## src/rtl/enc4to2.sv

```systemverilog
// Capture-and-drain 4-to-2 request encoder: latches a request vector, then retires one grant per Ack.
// Define ROUND_ROBIN_EN for a rotating-priority pointer; otherwise bit 3 always wins.
module enc4to2 (
  input  logic       clk_i,
  input  logic       rst_i,
  input  logic [3:0] w_i,
  input  logic       en_i,
  input  logic       ack_i,
  output logic [1:0] y_o,
  output logic       valid_o,
  output logic [3:0] pending_o
);

  typedef enum logic {IDLE, HOLD} state_t;

  state_t     state_q;
  logic [1:0] y_q;
  logic [3:0] pending_q;
  logic [3:0] remain;
  logic [1:0] ptr_cur;
  logic [1:0] ptr_after;

  // First set bit searching p, p-1, ... with wrap; p=3 gives plain highest-bit priority.
  function automatic logic [1:0] sel(input logic [3:0] cand, input logic [1:0] p);
    logic [1:0] idx;
    sel = p;
    for (int i = 3; i >= 0; i--) begin
      idx = p - 2'(i);
      if (cand[idx]) sel = idx;
    end
  endfunction

  assign remain = pending_q & ~(4'b0001 << y_q);

`ifdef ROUND_ROBIN_EN
  logic [1:0] ptr_q;

  assign ptr_cur   = ptr_q;
  assign ptr_after = y_q - 2'd1;

  always_ff @(posedge clk_i or posedge rst_i) begin
    if (rst_i) begin
      ptr_q <= 2'd3;
    end else if (state_q == HOLD && ack_i) begin
      ptr_q <= ptr_after;
    end
  end
`else
  assign ptr_cur   = 2'd3;
  assign ptr_after = 2'd3;
`endif

  always_ff @(posedge clk_i or posedge rst_i) begin
    if (rst_i) begin
      state_q   <= IDLE;
      y_q       <= 2'b00;
      pending_q <= 4'b0000;
    end else begin
      case (state_q)
        IDLE: begin
          if (en_i && w_i != 4'b0000) begin
            pending_q <= w_i;
            y_q       <= sel(w_i, ptr_cur);
            state_q   <= HOLD;
          end
        end
        HOLD: begin
          if (ack_i) begin
            pending_q <= remain;
            if (remain != 4'b0000) begin
              y_q <= sel(remain, ptr_after);
            end else begin
              // Y keeps the last granted index after the final retire.
              state_q <= IDLE;
            end
          end
        end
        default: state_q <= IDLE;
      endcase
    end
  end

  assign y_o       = y_q;
  assign valid_o   = (state_q == HOLD);
  assign pending_o = pending_q;

endmodule

```

## config.mk

```make
export PLATFORM = sky130hd
export DESIGN_NAME = enc4to2
export DESIGN_NICKNAME = d
export VERILOG_FILES = /design/src/rtl/enc4to2.sv
export SDC_FILE = /design/constraint.sdc
export NUM_CORES = 1
export LEC_CHECK = 0
export BUFFER_PORTS_ARGS = -buffer_cell sky130_fd_sc_hd__clkbuf_2
export CORE_AREA = 2 2 39 41
export CTS_CLUSTER_SIZE = 40
export DETAILED_ROUTE_END_ITERATION = 8
export DIE_AREA = 0 0 41 43
export GPL_TIMING_DRIVEN = 0
export SYNTH_ARGS = -nofsm -noshare
export SYNTH_HDL_FRONTEND = slang
export SYNTH_SLANG_ARGS = --single-unit
```

## constraint.sdc

```tcl
create_clock -name clk_i -period 4.1 [get_ports clk_i]
set_clock_uncertainty 0.2 [all_clocks]
set_input_delay 0.41 -clock clk_i [delete_from_list [all_inputs] [get_ports clk_i]]
set_output_delay 0.41 -clock clk_i [all_outputs]
set_load 0.05 [all_outputs]
```

* Yosys cells after proc, flatten, opt, wreduce, memory -nomap -nowiden
Index checks and enable logic that the tools add are counted.
** Storage, ports and cells
- Output and inout bits :: 7
- Input port bits :: 8
- Latch bits :: 0
- Bits in read-only memories :: 0
- Memory bits (writable) :: 0
- Logic and storage cells :: 34
- Bits in registers :: 7
- Memories :: 0
** Operators by class
- Reductions and logical operators :: 5
- Div/mod/pow operators :: 0
- $lt $le $gt $ge :: 0
- Mux-type cells :: 19
- Add/sub/neg operators :: 0
- Equality and inequality tests :: 3
- Bitwise logic cells :: 3
- Multiply operators :: 0
- Shift operators :: 1
** Operator list (count)
- 2-to-1 mux 2 bit :: 11
- 2-to-1 mux 4 bit :: 2
- one-hot mux 4 bit (2 select lines) :: 1
- nonzero test 4 bit :: 2
- AND 4 bit :: 1
- != test 2 bit, second input constant :: 2
- inverter 4 bit :: 1
- one-hot mux 2 bit (2 select lines) :: 1
- << shifter 1 x 2 -> 4 bit, first input constant :: 1
- 2-to-1 mux 1 bit :: 3
- AND reduction 3 bit :: 1
- != test 2 x 1 -> 1 bit, second input constant :: 1
- one-hot mux 1 bit (2 select lines) :: 1
- AND reduction 2 bit :: 1
- logical AND 1 bit :: 1
- inverter 1 bit :: 1

* Logic depth before layout (Yosys ltp)
Gate-level depths: netlist (run 1).
- Depth in word-level cells :: 10
- Depth in mapped cells :: 5
- Mapped depth without buffers :: 4

* Least setup slack after synthesis (run 1)
No wires, ideal clock.
- Path kind :: reg2reg
- From :: reg y_q[0], in the netlist y_o[0]
- To :: reg y_q[0], in the netlist y_o[0]
- Required time :: 3.775 ns
- Stages on the path, launching flop included :: 6
- Library setup time :: 0.125 ns
- Period minus slack after synthesis :: 2.041 ns
- Buffers on the path :: 1
- Slack :: 2.059 ns
- Data arrival time :: 1.716 ns
- Cell sequence :: dfrtp_1 -> buf_2 -> or2b_1 -> o22ai_1 -> a31oi_2 -> mux2_4
** Between the ends
- Word-level cells in the longest chain between the ends :: 10
- Elaborated cells between the ends (all ways) :: 13
- Classes of those cells :: eq/ne (1); shift (1); mux (7); bitwise (2); reduce/logical (2)
** RTL lines
- start, declared :: line 17 : logic [1:0] y_q;
- start signal, assigned :: line 63 : y_q <= sel(w_i, ptr_cur);
- start signal, assigned :: line 71 : y_q <= sel(remain, ptr_after);
- << shifter 1 x 2 -> 4 bit * :: line 33 : assign remain = pending_q & ~(4'b0001 << y_q);
- inverter 4 bit * :: line 33
- AND 4 bit * :: line 33
- 2-to-1 mux 2 bit (4 in series) :: line 29 : if (cand[idx]) sel = idx;
- 2-to-1 mux 2 bit :: line 70 : if (remain != 4'b0000) begin
- 2-to-1 mux 2 bit :: line 68 : if (ack_i) begin
- one-hot mux 2 bit (2 select lines) :: line 59 : case (state_q)
Mark *: on every way between the ends. The rest lies on a longest branch, timed or not. The select of a mux whose other input is x is not followed.
A chain may end at the register's enable or synchronous reset.

* Worst setup path after layout (run 1)
Ends and elaborated chain as after synthesis.

==> metrics.yaml, run 1 <==
route:
  post-route-drc-count: 0
  route.detailed.vias_per_inst: 5.30
  routed_wire_length_mm: 1.12
  drtIter0Drc: 14
  drtPass1Iterations: 4
  final_antenna_net_count: 0
  detailroute.via_count: 445
  routed_wire_length_per_instance_um: 13.3
place:
  portBuffers: 14
  numPlacedInstances: 79
  finalWeightedCongestion: 0.810
  hpwlAfterDp_um: 846
sta:
  setup_tns_final_ps: 0
  setup_viol: 0
  maxSlewHeadroom_pct: 74.4
  period_minus_slack_ps: 1860
  rsz_0062_raised_after_global_routing: "no"
  drv_slew: 0
  hold_violations: 0
  worst_pin_slew_ps: 379
  period_share_pct: 45.3
  max_freq_mhz: 538
pwr:
  power-per-cell-area_nw_per_um2: 946
  total_leakage_power_nw: 0.282
  power.ir.vdd_worst_mv: 0.310
  power.total_mw: 0.560
cts:
  buffers_inserted_during_post_cts_setup_optimization: 0
  cts_tree: "yes"
  post_cts.resized_instances: 0
  cts.hold.buffers_added: 1
  ctsLongestPathBuffers: 2
  clkLatencyLatePin_ps: 250
  cts_inserted_buffers: 3
  clk_pin_slew_ps: 60
  ctsRootBufferMaster: "clkbuf_4"
  htreeDepth: 1
  numClockSinks: 7
logic_synthesis:
  ys_seq_area_share_pct: 37.6
  mappedNetlistNets: 57
  synth_cell_types: 24
  synthCells: 49
  ys.warnings.count: 0
  syn-mean-instance-area_um2: 9.50
  synth.cell_area_um2: 465
  synth_seq_cells: 7
setup_path:
  timing.critical_path.fanout_max: 10
  cp-start-kind: "register"
  cp.buffers_inverters: 1
  critical_path.slowest_cell: "dfrtp_1"
  setup.worst_path.end_class: "register"
  path_class: "register to register"
  critical_path_arrival_ps: 1800
  worstPathCellList: "buf_2, or2b_1, o22ai_1, a31oi_2, mux2_4"
  gate_family_responsible_for_the_most_delay_along_the_worst_path: "compound AO/OA/AOI/OAI gates"
  worst_ep_required_time_ps: 4040
  max_stage_delay_ps: 370
cells_and_area:
  antennaDiodeCount: 0
  final_common_cell: "clkbuf_2"
  final_cell_mix: "clkbuf_2 (14), dfrtp_1 (7)"
  instances_no_fill: 84
  ratio_of_cells_with_drive_above_1_in_the_final_layout_pct: 30.9
  areaGrowthSynthToFinish_pct: 27.2
  fin_nets: 77
  fillers: 152
floorplanning:
  start_util_pct: 33.6
  core_region_area_um2: 1380
  design.portCount: 15
  std_cell_rows: 14
  die_height_um: 43
  dieArea_um2: 1760
  die_width_um: 41
worst_hold_path:
  hold_class: "input port to register"
global_routing:
  first_global_vias: 404
  grt_max_degree: 11
  number_of_antenna_violations_at_the_first_check_in_global_routing: 0
  groute.layer.met2.usage_pct: 21.9
  grt_overflow: 0
  use_met1_pct: 22.0
  global_route_met3_utilization_pct: 3.14
  grt_most_used_layer: "met1"
  gr-usage-all-layers_pct: 15.7
  first_pass_grt_wire_length_mm: 1.84
flow_run:
  cap_violations: 0
status:
  outcome: "finished, final reports clean"
synthesized netlist by cell type (all sizes together):
cell type | instances | area (um2)
dfrtp | 7 | 175
a21o | 4 | 30.0
a22o | 4 | 35.0
inv | 4 | 15.0
nand2 | 4 | 15.0
o21ai | 4 | 20.0
nor2 | 3 | 11.3
nand2b | 2 | 12.5
o22ai | 2 | 12.5
a21boi | 1 | 7.51
a21oi | 1 | 5.00
a31oi | 1 | 12.5
a32oi | 1 | 8.76
a41oi | 1 | 8.76
buf | 1 | 5.00
clkbuf | 1 | 3.75
mux2 | 1 | 15.0
mux2i | 1 | 22.5
nor2b | 1 | 6.26
o21a | 1 | 7.51
o2bb2ai | 1 | 8.76
o311ai | 1 | 8.76
o41a | 1 | 11.3
or2b | 1 | 7.51
per-layer routing:
metal / routed length, um / vias to the layer above / part of all wire (%)
met5: 0 / - / 0
met2: 530 / 18 / 47
met1: 511 / 205 / 46
met4: 14 / 0 / 1.3
li1: - / 220 / -
met3: 63 / 2 / 5.6
flip-flops by register name (all words and copies together), names as in the netlist:
| name | cells |
|---|---|
| valid_o | 1 |
| pending_o | 4 |
| y_o | 2 |
path summary, 6_finish.rpt:
kind | from | endpoint | slack [ps] | cells after the start
hold / removal | w_i[1] | pending_o[1] | 230 | 2
setup reg to reg | y_o[0] | y_o[0] | 2240 | 5
max in group asynchronous | rst_i | pending_o[3] | 3050 | 3
hold reg to reg | pending_o[1] | pending_o[1] | 380 | 1
setup / recovery | y_o[0] | y_o[0] | 2240 | 5
min in group asynchronous | rst_i | y_o[1] | 420 | 3
logic make-up (layout without fill, tap and decap cells):
logic type / after synthesis / count (layout) / synth area share (%)
multiplexers: 2 / 2 / 8.06
AND/OR/NAND/NOR: 11 / 11 / 11.3
AO/OA/AOI/OAI: 23 / 23 / 37.9
flip-flops: 7 / 7 / 37.6
buffers and inverters: 6 / 25 / 5.10
layout make-up:
cell class                 instances  area, um2  area share, %
inverter                           4       15.0           2.54
tap                               16       20.0           3.38
buffer                             2       8.76           1.48
timing repair buffer              15       80.1           13.5
sequential                         7        175           29.6
multi-input combinational         36        267           45.0
clock buffer                       4       26.3           4.44
per-stage QoR:
step                      instance area [um2]  setup slack [ps]  hold slack (ps)  utilization [%]
final                                     592              2240              225             42.8
after global routing                      592              2160              224             42.8
after CTS                                 592              2240              219             42.8
after detailed placement                  556              2160              140             40.1
after global placement                    556              2160              136             40.1
after floorplan                           465              2060             13.4                -
power by group:
group	leakage (nW)	switching (mW)	internal, mW
logic	0.182	0.221	0.122
clock network	0.0150	0.0280	0.0373
registers	0.0848	0.0493	0.102
Note: power is estimated with default switching activity, not from simulation.
==> run 2: changes to the inputs <==
Clock period 4.1 ns to 1.85 ns, I/O delays scaled along.
==> run 2 against run 1 <==
Against the previous run: clock power increased by 120%; largest cell class unchanged; largest power group unchanged; first-iteration DRC count is 71% lower; highest routed layer unchanged; sequential share of layout area decreased by 1.4 points.
==> metrics.yaml, run 2 (synthesized netlist as in run 1, its figures left out) <==
pwr:
  power.ir.vdd_worst_mv: 0.700
  power-per-cell-area_nw_per_um2: 2050
  total_leakage_power_nw: 0.292
route:
  drtPass1Iterations: 4
  routed_wire_length_mm: 1.14
  post-route-drc-count: 0
  route.detailed.vias_per_inst: 5.49
  drtIter0Drc: 4
  routed_wire_length_per_instance_um: 13.3
  final_antenna_net_count: 0
  detailroute.via_count: 472
cells_and_area:
  fin_nets: 79
  ratio_of_cells_with_drive_above_1_in_the_final_layout_pct: 35.7
  total_area_of_multi_input_combinational_cells_um2: 280
  areaGrowthSynthToFinish_pct: 36.6
  largest_register_ff_count: 4
  seqCellArea_um2: 179
  antennaDiodeCount: 0
  fillers: 136
  final_common_cell: "clkbuf_2"
  finish.instance_area_um2: 636
floorplanning:
  core_region_area_um2: 1380
  start_util_pct: 33.6
  design.portCount: 15
  die_height_um: 43
  dieArea_um2: 1760
  std_cell_rows: 14
  die_width_um: 41
cts:
  clkLatencyLatePin_ps: 260
  htreeDepth: 1
  clk_pin_slew_ps: 50
  cts_tree: "yes"
  ctsRootBufferMaster: "clkbuf_4"
  numClockSinks: 7
  ctsLongestPathBuffers: 2
  cts_inserted_buffers: 3
global_routing:
  grt_overflow: 0
  number_of_antenna_violations_at_the_first_check_in_global_routing: 0
  grt_max_degree: 11
  first_pass_grt_wire_length_mm: 1.80
  use_met1_pct: 19.0
  gr-usage-all-layers_pct: 15.5
  grt_most_used_layer: "met2"
  first_global_vias: 447
  global_route_met3_utilization_pct: 0
  groute.layer.met2.usage_pct: 23.1
sta:
  period_share_pct: 95.2
  setup_viol: 0
  max_freq_mhz: 568
  whs_ps: 10.2
  worst_pin_slew_ps: 380
  rsz_0062_raised_after_global_routing: "no"
  drv_slew: 0
  period_minus_slack_ps: 1760
  hold_violations: 0
  maxSlewHeadroom_pct: 74.7
place:
  finalWeightedCongestion: 0.819
  portBuffers: 14
  hpwlAfterDp_um: 864
  placed_area_um2: 572
setup_path:
  cp-start-kind: "register"
  path_class: "register to register"
  timing.critical_path.fanout_max: 10
  critical_path_arrival_ps: 1700
  setup.worst_path.end_class: "register"
  worst_ep_required_time_ps: 1790
worst_hold_path:
  hold_class: "input port to register"
flow_run:
  cap_violations: 0
status:
  outcome: "finished, final reports clean"
-- run 2: cell count changes in the layout (fill, tap and decap cells not counted) --
cell | before | now
a21boi_0 | 1 | 0
a21boi_1 | 0 | 1
buf_2 | 1 | 0
buf_6 | 0 | 1
dfrtp_1 | 7 | 4
dfrtp_2 | 0 | 3
dlygate4sd3_1 | 1 | 3
o22ai_1 | 2 | 1
o22ai_4 | 0 | 1
-- run 2: timing repair --
action                                 CTS  global route
resized for setup                        0             2
endpoints found under the hold margin    9             0
setup endpoints to repair                0             1
buffers inserted                         0             0
hold buffers                             3             0
-- run 2: cell type report --
| cell class | count | share of cell area, % |
|---|---|---|
| timing repair buffer | 17 | 15.7 |
| buffer | 2 | 2.36 |
| sequential | 7 | 28.1 |
| tap | 16 | 3.15 |
| clock buffer | 4 | 4.13 |
| inverter | 4 | 2.36 |
| multi-input combinational | 36 | 44.1 |
-- run 2: critical path: stages (launching register included) --
cell and delay [ps]:
dfrtp_2 400, buf_6 140, or2b_1 270, o22ai_4 190
a31oi_2 130, mux2_4 310
-- run 2: metal layers --
metal	up-vias	share of wire [%]
met1	229	46
met5	-	0
met2	12	47
met4	0	3.9
met3	5	2.9
li1	226	-
-- run 2: stage by stage --
step	cells	utilization [%]	total power [mW]	setup slack, ps	TNS, ps
2_1_floorplan	49	-	0.958	-18.5	-18.5
3_3_place_gp	79	41.3	1.12	81.6	0
3_5_place_dp	79	41.3	1.13	67.4	0
4_1_cts	86	45.4	1.29	56.0	0
6_report	86	45.9	1.30	89.4	0
5_1_grt	86	45.9	1.39	8.57	0
-- run 2: report_power, final --
part           switching (mW)  internal [mW]
Combinational           0.495          0.304
Clock                  0.0620         0.0827
Sequential              0.124          0.233
Total                   0.681          0.619
-- run 2: path summary, 6_finish.rpt --
path,from,endpoint,slack [ps],cells past startpoint
min in group asynchronous,rst_i,pending_o[1],190,3
min reg2reg,pending_o[3],pending_o[3],410,1
max,y_o[0],y_o[0],90,5
max reg2reg,y_o[0],y_o[0],90,5
max in group asynchronous,rst_i,y_o[1],1030,3
min,ack_i,valid_o,10,2
==> run 3: changes to the inputs <==
Settings changed: CORE_AREA 2 2 39 41 to default, CORE_UTILIZATION from default to 35, DIE_AREA 0 0 41 43 to default.
==> run 3 against run 2 <==
Against the previous run: clock power fell by 3%; die area decreased by 16%; critical path depth unchanged; global-route usage rose by 3.4 points; sequential share of layout area grew 0.45 points; first-iteration DRC count rose to 3.8 times the previous value; flip-flop and latch count did not move; critical endpoint unchanged; core utilization grew 7.5 points; critical path type unchanged; non-clock buffer count is the same; power fell by 2.3%; largest cell class unchanged; worst setup slack lost 15 ps; worst hold slack got worse by 3.0 ps.
==> metrics.yaml, run 3 (synthesized netlist as in run 1, its figures left out) <==
global_routing:
  use_met1_pct: 29.0
  grt_most_used_layer: "met1"
  global_route_met3_utilization_pct: 3.49
  gr-usage-all-layers_pct: 18.8
  first_pass_grt_wire_length_mm: 1.82
  number_of_antenna_violations_at_the_first_check_in_global_routing: 0
  first_global_vias: 389
  grt_overflow: 0
  groute.layer.met2.usage_pct: 25.0
  grt_max_degree: 11
setup_path:
  cp-start-kind: "register"
  path_class: "register to register"
  critical_path_arrival_ps: 1710
  setup.worst_path.end_class: "register"
  timing.critical_path.fanout_max: 10
  worst_ep_required_time_ps: 1790
pwr:
  total_leakage_power_nw: 0.292
  power-per-cell-area_nw_per_um2: 2030
  power.ir.vdd_worst_mv: 0.778
floorplanning:
  start_util_pct: 39.7
  core_region_area_um2: 1170
  die_height_um: 38.5
  std_cell_rows: 12
  dieArea_um2: 1480
  die_width_um: 38.5
  design.portCount: 15
worst_hold_path:
  hold_class: "input port to register"
sta:
  rsz_0062_raised_after_global_routing: "no"
  setup_viol: 0
  drv_slew: 0
  period_share_pct: 96.0
  period_minus_slack_ps: 1780
  max_freq_mhz: 563
  maxSlewHeadroom_pct: 74.7
  hold_violations: 0
  whs_ps: 7.17
  timing.final.ws_setup_ps: 74.0
  setup_tns_final_ps: 0
  worst_pin_slew_ps: 380
flow_run:
  cap_violations: 0
cts:
  cts_tree: "yes"
  ctsRootBufferMaster: "clkbuf_4"
  htreeDepth: 1
  clk_pin_slew_ps: 50
  numClockSinks: 7
  ctsLongestPathBuffers: 2
  cts_inserted_buffers: 3
  clkLatencyLatePin_ps: 250
route:
  routed_wire_length_mm: 1.10
  drtIter0Drc: 15
  route.detailed.vias_per_inst: 5.40
  routed_wire_length_per_instance_um: 13.0
  detailroute.via_count: 454
  final_antenna_net_count: 0
  drtPass1Iterations: 4
  post-route-drc-count: 0
cells_and_area:
  final_common_cell: "clkbuf_2"
  ratio_of_cells_with_drive_above_1_in_the_final_layout_pct: 35.7
  fin_nets: 79
  areaGrowthSynthToFinish_pct: 34.4
  antennaDiodeCount: 0
  finish.instance_area_um2: 626
  final_core_utilization_pct: 53.4
  largest_register_ff_count: 4
place:
  finalWeightedCongestion: 0.745
  pre_cts_slack_ps: 79.3
  portBuffers: 14
  placed_area_um2: 569
  hpwlAfterDp_um: 776
status:
  outcome: "finished, final reports clean"
[run 3: stage by stage]
| stage | std cells | total power, mW |
|---|---|---|
| 5_1_grt | 84 | 1.36 |
| 6_report | 84 | 1.27 |
| 3_5_place_dp | 77 | 1.12 |
| 3_3_place_gp | 77 | 1.12 |
| 4_1_cts | 84 | 1.28 |
| 2_1_floorplan | 49 | 0.958 |
[run 3: worst paths after layout]
path                         startpoint            to  slack, ps  cells after the start
min in group asynchronous         rst_i       valid_o        190                      3
max in group asynchronous         rst_i  pending_o[3]       1020                      3
hold / removal                    ack_i       valid_o          7                      2
hold reg to reg            pending_o[3]  pending_o[3]        380                      1
setup / recovery                 y_o[0]        y_o[0]         70                      5
setup reg to reg                 y_o[0]        y_o[0]         70                      5
[run 3: worst max-delay path: stages (launching register included)]
cell and delay (ps):
dfrtp_2 400, buf_6 140, a21boi_0 220, o22ai_2 150, a31oi_2 230, mux2_4 310
[run 3: area by class of cell]
class | instances | area [um2]
inverters | 4 | 15.0
well taps | 14 | 17.5
repair buffers | 17 | 100
plain buffers | 2 | 15.0
multi-input cells | 36 | 273
clock buffers | 4 | 26.3
fillers | 109 | 546
flip-flops and latches | 7 | 179
[run 3: power by group]
group          total [mW]  leakage, nW  switching [mW]  internal [mW]
Sequential          0.349       0.0816           0.116          0.233
Combinational       0.781        0.196           0.489          0.292
Clock               0.141       0.0150          0.0583         0.0824
[run 3: timing repair]
action / 4_1_cts / 5_1_grt
setup buffers: 0 / 0
endpoints found under the hold margin: 9 / 0
hold buffers: 3 / 0
resized for setup: 0 / 0
[run 3: routing by layer]
metal	vias up	part of all wire, %
met5	-	0
met4	0	0
met3	0	7.8
met2	21	42
met1	208	50
li1	225	-
